File: config.mk
export PLATFORM = sky130hd
export DESIGN_NAME = mask_index_scanner
export DESIGN_NICKNAME = d
export VERILOG_FILES = /design/src/rtl/mask_index_scanner.sv
export SDC_FILE = /design/constraint.sdc
export NUM_CORES = 1
export LEC_CHECK = 0
export BUFFER_PORTS_ARGS = -buffer_cell sky130_fd_sc_hd__clkbuf_2
export CAP_MARGIN = 10
export CELL_PAD_IN_SITES_DETAIL_PLACEMENT = 2
export CELL_PAD_IN_SITES_GLOBAL_PLACEMENT = 2
export CORE_ASPECT_RATIO = 1.4
export CORE_MARGIN = 2
export CORE_UTILIZATION = 29
export CTS_CLUSTER_DIAMETER = 150
export DETAILED_ROUTE_END_ITERATION = 8
export HOLD_SLACK_MARGIN = 0.12
export PLACE_DENSITY_LB_ADDON = 0.1
export RECOVER_POWER = 50
export SLEW_MARGIN = 20
export SYNTH_ARGS = -nofsm -noshare
export SYNTH_HDL_FRONTEND = slang
export SYNTH_SLANG_ARGS = --single-unit
File: constraint.sdc
create_clock -name clk -period 2.7 [get_ports clk]
set_clock_uncertainty 0.15 [all_clocks]
set_input_delay 0 -clock clk [delete_from_list [all_inputs] [get_ports clk]]
set_output_delay 0 -clock clk [all_outputs]
set_load 0.01 [all_outputs]
File: src/rtl/mask_index_scanner.sv
// mask_index_scanner: walks the set bits of a validity mask word in ascending order, one index per cycle
module mask_index_scanner #(
  parameter int DATA_WIDTH = 16,
  parameter int IDX_WIDTH  = $clog2(DATA_WIDTH)
) (
  input  logic                  clk,
  input  logic                  rst,
  input  logic                  clk_en,
  input  logic                  mask_vld,
  input  logic [DATA_WIDTH-1:0] mask_data,
  output logic                  mask_rdy,
  output logic                  idx_vld,
  output logic [IDX_WIDTH-1:0]  idx,
  output logic                  idx_last,
  input  logic                  idx_rdy,
  output logic                  scan_done,
  output logic [IDX_WIDTH:0]    nz_count
);
  typedef enum logic {IDLE, SCAN} state_t;
  state_t                state_q, state_d;
  logic [DATA_WIDTH-1:0] pend_q, pend_d, pend_nxt;
  logic [IDX_WIDTH-1:0]  idx_q, idx_d;
  logic                  last_q, last_d, done_q, done_d;
  logic [IDX_WIDTH:0]    cnt_q, cnt_d;
  function automatic logic [IDX_WIDTH-1:0] lowest(input logic [DATA_WIDTH-1:0] p);
    logic [IDX_WIDTH-1:0] r;
    r = '0;
    for (int i = DATA_WIDTH - 1; i >= 0; i--) if (p[i]) r = IDX_WIDTH'(i);
    return r;
  endfunction
  function automatic logic single(input logic [DATA_WIDTH-1:0] p);
    return (p != '0) && ((p & (p - DATA_WIDTH'(1))) == '0);
  endfunction
  // idx/idx_last are registered so they hold once the word is exhausted
  always_comb begin
    pend_nxt = pend_q & (pend_q - DATA_WIDTH'(1));
    state_d  = state_q;
    pend_d   = pend_q;
    idx_d    = idx_q;
    last_d   = last_q;
    cnt_d    = cnt_q;
    done_d   = 1'b0;
    if (state_q == IDLE) begin
      if (mask_vld) begin
        pend_d = mask_data;
        cnt_d  = '0;
        done_d = (mask_data == '0);
        if (mask_data != '0) begin
          state_d = SCAN;
          idx_d   = lowest(mask_data);
          last_d  = single(mask_data);
        end
      end
    end else if (idx_rdy) begin
      pend_d  = pend_nxt;
      cnt_d   = cnt_q + (IDX_WIDTH+1)'(1);
      done_d  = last_q;
      state_d = last_q ? IDLE : SCAN;
      if (!last_q) begin
        idx_d  = lowest(pend_nxt);
        last_d = single(pend_nxt);
      end
    end
  end
  always_ff @(posedge clk) begin
    if (rst) begin
      state_q <= IDLE;
      pend_q  <= '0;
      idx_q   <= '0;
      last_q  <= 1'b0;
      done_q  <= 1'b0;
      cnt_q   <= '0;
    end else if (clk_en) begin
      state_q <= state_d;
      pend_q  <= pend_d;
      idx_q   <= idx_d;
      last_q  <= last_d;
      done_q  <= done_d;
      cnt_q   <= cnt_d;
    end
  end
  assign mask_rdy  = (state_q == IDLE);
  assign idx_vld   = (state_q == SCAN);
  assign idx       = idx_q;
  assign idx_last  = last_q;
  assign scan_done = done_q;
  assign nz_count  = cnt_q;
endmodule

==> summary.txt, run 1 <==
Run status
  – Outcome: completed

Global route
  – Tot GR Track Use: about a quarter
  – First-pass GRT wire length: 17.2 mm
  – Initial antenna violation count: 0
  – Global route total overflow: 0
  – Pin count of the biggest net entering global routing: 29
  – Vias in the first global route: 3215

Routing
  – Iter 0 DRT Violations: 125
  – DR vias/cell: 5.87
  – Final antenna-violating net count: 0
  – Drt wl/cell: between 20 and 25 µm
  – Post-route DRC violation count: 0
  – Detailed Route WL: 10.6 mm
  – DRT Pass-1 Iters: 4
  – Via count: 2931

Power and ir drop
  – Switching Share: between 30% and 40%
  – Sw Pwr: between 0.0004 and 0.0005 W
  – Comb pwr share: 39.2%
  – P_int: around 0.00089 W
  – Clock share of power: 27.9%
  – VDD IR max: roughly 0.25 mV
  – Sequential Power Share: about a third
  – Leakage: 1.21 nW
  – P per Cell Area: 434 mW/mm²

Clocking
  – CTS max path bufs: 2
  – CTS Buf Count: 3
  – Clk sinks: 28
  – Worst skew pair latency: 270 ps
  – CTS tree: built
  – CTS root buffer: clkbuf_16
  – H-tree depth: 1
  – Post-CTS setup buffer count: 0
  – Worst-path clk slew: roughly 80 ps

Setup path
  – Crit. End Element: flip-flop
  – Crit path max fanout: 4
  – Reg2Reg Launch Point: pend_q[0]
  – Crit path kind: flip-flop to flip-flop
  – Startpoint type of the worst setup path: flip-flop
  – Reg2reg end: idx_last
  – Required time of the critical path: 2730 ps
  – Reg2reg setup slack: 10 ps
  – Crit path DAT: 2710 ps
  – R2R cell count: 7

Worst hold path
  – Hold Startpoint: mask_data[0]
  – Hold EP: pend_q[0]
  – Hold depth: 5
  – Min-delay worst type: primary input to flip-flop

Yosys
  – Seq/Total Area, Yosys: a little under a quarter
  – Mapped Cells: 339
  – Post-Synthesis Mean Instance Area: 7.10 µm²
  – Fraction of registers with async set/reset: 0%
  – Area leader, netlist: dfxtp_1
  – Top FF cell, synth: dfxtp_1
  – EDFF count, synth: 0
  – Mapped cell area: 0.00241 mm²
  – Yosys synthesis warning count: 0
  – Netlist cell types: 62
  – Synth area leaders: dfxtp_1, nor2_1, nand2_1, clkbuf_1, nor3_1
  – Mapped Nets: 361
  – Synthesized flop and latch total: 28
  – Area share of the largest cell type after synthesis: between 20% and 30%

Floorplanning
  – Die Ht: 112 µm
  – Core area: 0.00810 mm²
  – Starting Density: 29.7%
  – Row cnt: 39
  – Die W: 81.0 µm
  – # IOs: 34
  – Die area: ~0.0091 mm²

Layout
  – Fin util: roughly 39%
  – Area Growth Syn to Fin: 32.4%
  – # nets final: 420
  – Commonest non-fill, non-tap cell in the layout: nor2_1
  – Filler cells: about 1000
  – Finished Cell Area: 0.00319 mm²
  – Antenna fix cells: 0
  – Most frequent cells in the layout: nor2_1, buf_4, nand2_1
  – Fin cells: 499
  – Share of cells above drive strength 1: 23.2%

Timing
  – # setup viols final: 0
  – Tmin final: around 2700 ps
  – Fmax: 372 MHz
  – Final Slew Violations: 0
  – Max transition margin: 55.7%
  – Fin crit share: 99.5%
  – Post-route setup slack: ~14 ps
  – Fin. Hold Viols: 0
  – Unrepaired setup endpoints after global routing: true
  – Slew of the pin with the lowest slew margin: 665 ps

Placed design
  – Final GP Congestion: 0.799
  – Cell Area, Placed: 0.00283 mm²
  – DP HPWL: 7.69 mm
  – # placed instances: 476
  – Port-buffer cells: 33
  – Dpl ws: -79.7 ps

Run
  – Max-cap violations: 0
==> cells by family after synthesis <==
family,after synthesis,synth area share (%)
adders and majority gates,10,4.26
buffers and inverters,36,6.14
xor gates and xnor gates,4,1.46
muxes,2,0.884
DFF,28,23.3
and+or+nand+nor,145,30.7
AOI/OAI and AO/OA,114,33.2
==> power by group through the flow <==
| stage | combinational, W | sequential, W | clock [W] |
|---|---|---|---|
| final | 0.000542 | 0.000456 | 0.000386 |
| after global routing | 0.000596 | 0.000459 | 0.000418 |
| after CTS | 0.000519 | 0.000455 | 0.000394 |
| after detailed placement | 0.000476 | 0.000464 | 0 |
| after global placement | 0.000467 | 0.000463 | 0 |
| after floorplan | 0.000285 | 0.000459 | 0 |
==> stage by stage <==
step | total power [W] | hold WS, ps | TNS [ps]
floorplan | 0.000744 | -14.0 | 0
global placement | 0.000929 | 157 | 0
detailed placement | 0.000940 | 172 | -124
CTS | 0.00137 | 132 | 0
global route | 0.00147 | 215 | -161
finish | 0.00138 | 163 | 0
==> critical path, cell delays in order (launching register included) <==
cell,delay [ps]
dfxtp_1,320
or4_4,570
or3_1,420
o31a_1,400
a211oi_4,220
and4bb_1,240
nor3_1,60
a211oi_1,220
==> flip-flops by register name, indices dropped and copies added (netlist names) <==
register	cells
idx_last	1
pend_q	16
scan_done	1
idx_vld	1
nz_count	5
idx	4
==> area by class of cell <==
cell class | instances | area [µm²] | share of cell area [%]
Inverter | 3 | 11.3 | 0.353
Sequential cell | 28 | 561 | 17.6
Multi-Input combinational cell | 275 | 1800 | 56.4
Clock buffer | 4 | 88.8 | 2.79
Tap cell | 102 | 128 | 4.00
Timing Repair Buffer | 87 | 601 | 18.8
==> what timing repair did <==
action | CTS | global route
hold buffers | 20 | 0
gates cloned | 0 | 0
setup endpoints to repair | 2 | 6
pin swaps | 0 | 5
gates resized for setup | 8 | 14
endpoints found under the hold margin | 20 | 0
==> synth_stat cells (6+ instances only) <==
cell / n
or4_1: 7
a22oi_1: 12
maj3_1: 9
nor2b_1: 6
dfxtp_1: 28
or2_2: 6
a211oi_1: 12
nand2_1: 32
a21oi_1: 18
nor3_1: 19
a31oi_1: 9
o21ai_0: 19
clkbuf_1: 26
nor2_1: 43
==> layer usage <==
metal	share of wire [%]	track usage (%)	vias up
li1	-	-	1388
met1	39	27.4	1476
met2	57	47.0	55
met3	2.7	2.35	12
met4	1.4	7.57	0
met5	0	0	-
==> worst max-delay path by stage <==
stage	slack, ps	endpoint	startpoint
global route	-110	idx_last	pend_q[0]
floorplan	130	idx_last	pend_q[0]
CTS	10	idx_last	pend_q[0]
finish	10	idx_last	pend_q[0]
global placement	50	idx_last	pend_q[0]
detailed placement	-80	idx_last	pend_q[4]
No activity file was read; power rests on OpenSTA's default activity.
==> run 2: changes to the inputs <==
--- a/config.mk
+++ b/config.mk
@@ -5,13 +5,14 @@
 export SDC_FILE = /design/constraint.sdc
 export NUM_CORES = 1
 export LEC_CHECK = 0
+export ABC_AREA = 1
 export BUFFER_PORTS_ARGS = -buffer_cell sky130_fd_sc_hd__clkbuf_2
 export CAP_MARGIN = 10
 export CELL_PAD_IN_SITES_DETAIL_PLACEMENT = 2
 export CELL_PAD_IN_SITES_GLOBAL_PLACEMENT = 2
 export CORE_ASPECT_RATIO = 1.4
 export CORE_MARGIN = 2
-export CORE_UTILIZATION = 29
+export CORE_UTILIZATION = 30
 export CTS_CLUSTER_DIAMETER = 150
 export DETAILED_ROUTE_END_ITERATION = 8
 export HOLD_SLACK_MARGIN = 0.12
==> constraint.sdc (replaced) <==
create_clock -name clk -period 2.6 [get_ports clk]
set_clock_uncertainty 0.15 [all_clocks]
set_input_delay 0 -clock clk [delete_from_list [all_inputs] [get_ports clk]]
set_output_delay 0 -clock clk [all_outputs]
set_load 0.01 [all_outputs]
==> run 2 against run 1 <==
  * Critical path depth did not move
  * Synthesized area fell by 12%
  * Non-clock buffer count fell by 24
  * Core utilization fell by 0.090 points
  * Final cell count rose by 0.80%
  * Maximum frequency rose by 9.4%
  * Critical endpoint is now pend_q[4]
  * Largest cell class unchanged
  * Largest power group is now sequential cells
==> summary.txt, run 2 <==
Run status
  – Outcome: completed

Routing
  – Iter 0 DRT Violations: 46
  – DR vias/cell: 5.08
  – DRT Pass-1 Iters: 4
  – Post-route DRC violation count: 0
  – Final antenna-violating net count: 0
  – Via count: 2554
  – Detailed Route WL: 8.43 mm
  – Drt wl/cell: 16.7 µm

Power and ir drop
  – P per Cell Area: 466 mW/mm²
  – VDD IR max: 0.180 mV
  – Leakage: 1.28 nW

Layout
  – # nets final: about 430
  – Register with the most flip-flops: pend_q
  – Max FFs per register: 16
  – Antenna fix cells: 0
  – FF/Latch Area: 561 µm²
  – Commonest non-fill, non-tap cell in the layout: nand2_1
  – Area Growth Syn to Fin: 27.6%
  – Filler cells: just under 900
  – Most frequent cells in the layout: nand2_1, nor2_1, inv_1
  – Share of cells above drive strength 1: 14.5%
  – Area of the multi-input gates: 0.00135 mm²

Yosys
  – Area share of the largest cell type after synthesis: 26.4%
  – Synth area leaders: dfxtp_1, nand2_1, a21oi_1, nor2_1, inv_1
  – Dominant cell by count in the synthesized netlist: nand2_1
  – Top FF cell, synth: dfxtp_1
  – Synthesized flop and latch total: 28
  – Mapped Nets: 372
  – Fraction of registers with async set/reset: 0%
  – Synth cell count leaders: nand2_1, nor2_1, inv_1, a21oi_1, dfxtp_1
  – Mapped Cells: 350
  – EDFF count, synth: 0
  – Netlist cell types: 40
  – Area leader, netlist: dfxtp_1
  – Mapped cell area: 0.00212 mm²
  – Yosys synthesis warning count: 0
  – Seq/Total Area, Yosys: 26.4%
  – Post-Synthesis Mean Instance Area: 6.06 µm²

Timing
  – Setup_tns: 0 ps
  – Slew of the pin with the lowest slew margin: 656 ps
  – Fmax: approximately 410 MHz
  – Unrepaired setup endpoints after global routing: false
  – Post-route setup slack: around 140 ps
  – Fin. Hold Viols: 0
  – Final Slew Violations: 0
  – # setup viols final: 0
  – Fin crit share: a little over nine tenths
  – Tmin final: about 2500 ps
  – Max transition margin: 55.2%

Worst hold path
  – Min-delay worst type: flip-flop to flip-flop
  – Hold Startpoint: pend_q[15]

Setup path
  – Crit path kind: flip-flop to flip-flop
  – Crit path DAT: between 2000 and 3000 ps
  – Reg2Reg Launch Point: idx_vld
  – Cell mode on critical path: buf_4
  – Worst path slowest cell: dlygate4sd3_1
  – Startpoint type of the worst setup path: flip-flop
  – Slowest cell delay on critical path: 580 ps
  – Crit path cell chain: nand2_1 > a21oi_1 > buf_4 > inv_1 > buf_4 > a221oi_1 > dlygate4sd3_1
  – CP startpoint: idx_vld
  – Crit path max fanout: 24
  – Crit. End Element: flip-flop
  – Required time of the critical path: between 2000 and 3000 ps

Floorplanning
  – Die area: 0.00777 mm²
  – # IOs: 34
  – Starting Density: a little under a third
  – Core area: 0.00689 mm²
  – Row cnt: 36
  – Die Ht: roughly 100 µm
  – Die W: 75.1 µm

Clocking
  – H-tree depth: 1
  – Worst-path clk slew: roughly 110 ps
  – CTS tree: built
  – Post-CTS setup buffer count: 0
  – Worst skew pair latency: 290 ps
  – CTS root buffer: clkbuf_8
  – Clk sinks: 28
  – CTS max path bufs: 2
  – CTS Buf Count: 3

Placed design
  – Port-buffer cells: 33
  – Dpl ws: 214 ps
  – Final GP Congestion: 0.787
  – DP HPWL: 6.34 mm

Global route
  – First-pass GRT wire length: 14.1 mm
  – Pin count of the biggest net entering global routing: 28
  – Vias in the first global route: 2786
  – GR Layer Usage met3: 2.52%
  – Met1 Use GR: 27.1%
  – Global route total overflow: 0
  – Met2 Resource Use GR: 45.7%
  – Tot GR Track Use: 24.0%
  – Most used routing layer: met2
  – Initial antenna violation count: 0

Run
  – Max-cap violations: 0
[run 2: cell count changes after synthesis, moves of 6 or more]
cell | previous run | this run
o21ai_0 | 19 | 25
a211oi_1 | 12 | 3
nand2_1 | 32 | 85
a21oi_1 | 18 | 41
nor2b_1 | 6 | 0
nor3_1 | 19 | 4
a22oi_1 | 12 | 2
maj3_1 | 9 | 0
clkbuf_1 | 26 | 8
nand3_1 | 2 | 10
or4_1 | 7 | 0
inv_1 | 3 | 43
[run 2: layer usage]
| layer | vias to the layer above | share of wire, % |
|---|---|---|
| li1 | 1267 | - |
| met1 | 1243 | 40 |
| met2 | 33 | 56 |
| met3 | 11 | 2.3 |
| met4 | 0 | 1.9 |
| met5 | - | 0 |
[run 2: critical path: cells and delay by family, from the launching register on]
kind	cells	cell delay [ps]
AOI/OAI and AO/OA	2	520
and+or+nand+nor	1	140
DFF	1	470
buffers and inverters	4	1120
[run 2: through the flow]
step / hold slack [ps] / instances / util, % / power (W) / instance area, µm²
after floorplan: -41.9 / 350 / - / 0.000800 / 2120
final: 386 / 503 / 39.3 / 0.00126 / 2710
after CTS: 384 / 503 / 39.4 / 0.00128 / 2710
after global placement: 116 / 474 / 34.9 / 0.000937 / 2410
after detailed placement: 121 / 474 / 34.9 / 0.000948 / 2410
after global routing: 401 / 503 / 39.3 / 0.00136 / 2710
[run 2: path summary, 6_finish.rpt]
path	endpoint	slack [ps]	depth (start not counted)
max	pend_q[4]	140	7
min reg2reg	pend_q[15]	390	2
max reg2reg	pend_q[4]	140	7
min	pend_q[15]	390	2
[run 2: kinds of logic after synthesis]
| family | count (synthesis) | synth area share [%] |
|---|---|---|
| buffers and inverters | 58 | 10.3 |
| xor gates and xnor gates | 1 | 0.413 |
| DFF | 28 | 26.4 |
| adders and majority gates | 2 | 1.12 |
| AOI/OAI and AO/OA | 94 | 25.7 |
| and+or+nand+nor | 167 | 36.0 |
[run 2: layout make-up]
class | count | area share (%)
clock buffer | 4 | 2.04
inverter | 49 | 6.85
multi-input combinational | 264 | 49.9
sequential | 28 | 20.7
tap | 95 | 4.39
timing repair buffer | 63 | 16.1
[run 2: where the power goes]
part | internal [W] | switching, W | total [W]
Sequential | 0.000457 | 0.0000309 | 0.000488
Combinational | 0.000170 | 0.000306 | 0.000477
Clock | 0.000137 | 0.000158 | 0.000295
Total | 0.000764 | 0.000496 | 0.00126
[run 2: timing repair]
item / in CTS / in global routing
hold buffers: 25 / 0
endpoints found under the hold margin: 25 / 0
setup endpoints to repair: 0 / 4
gates resized for setup: 0 / 3
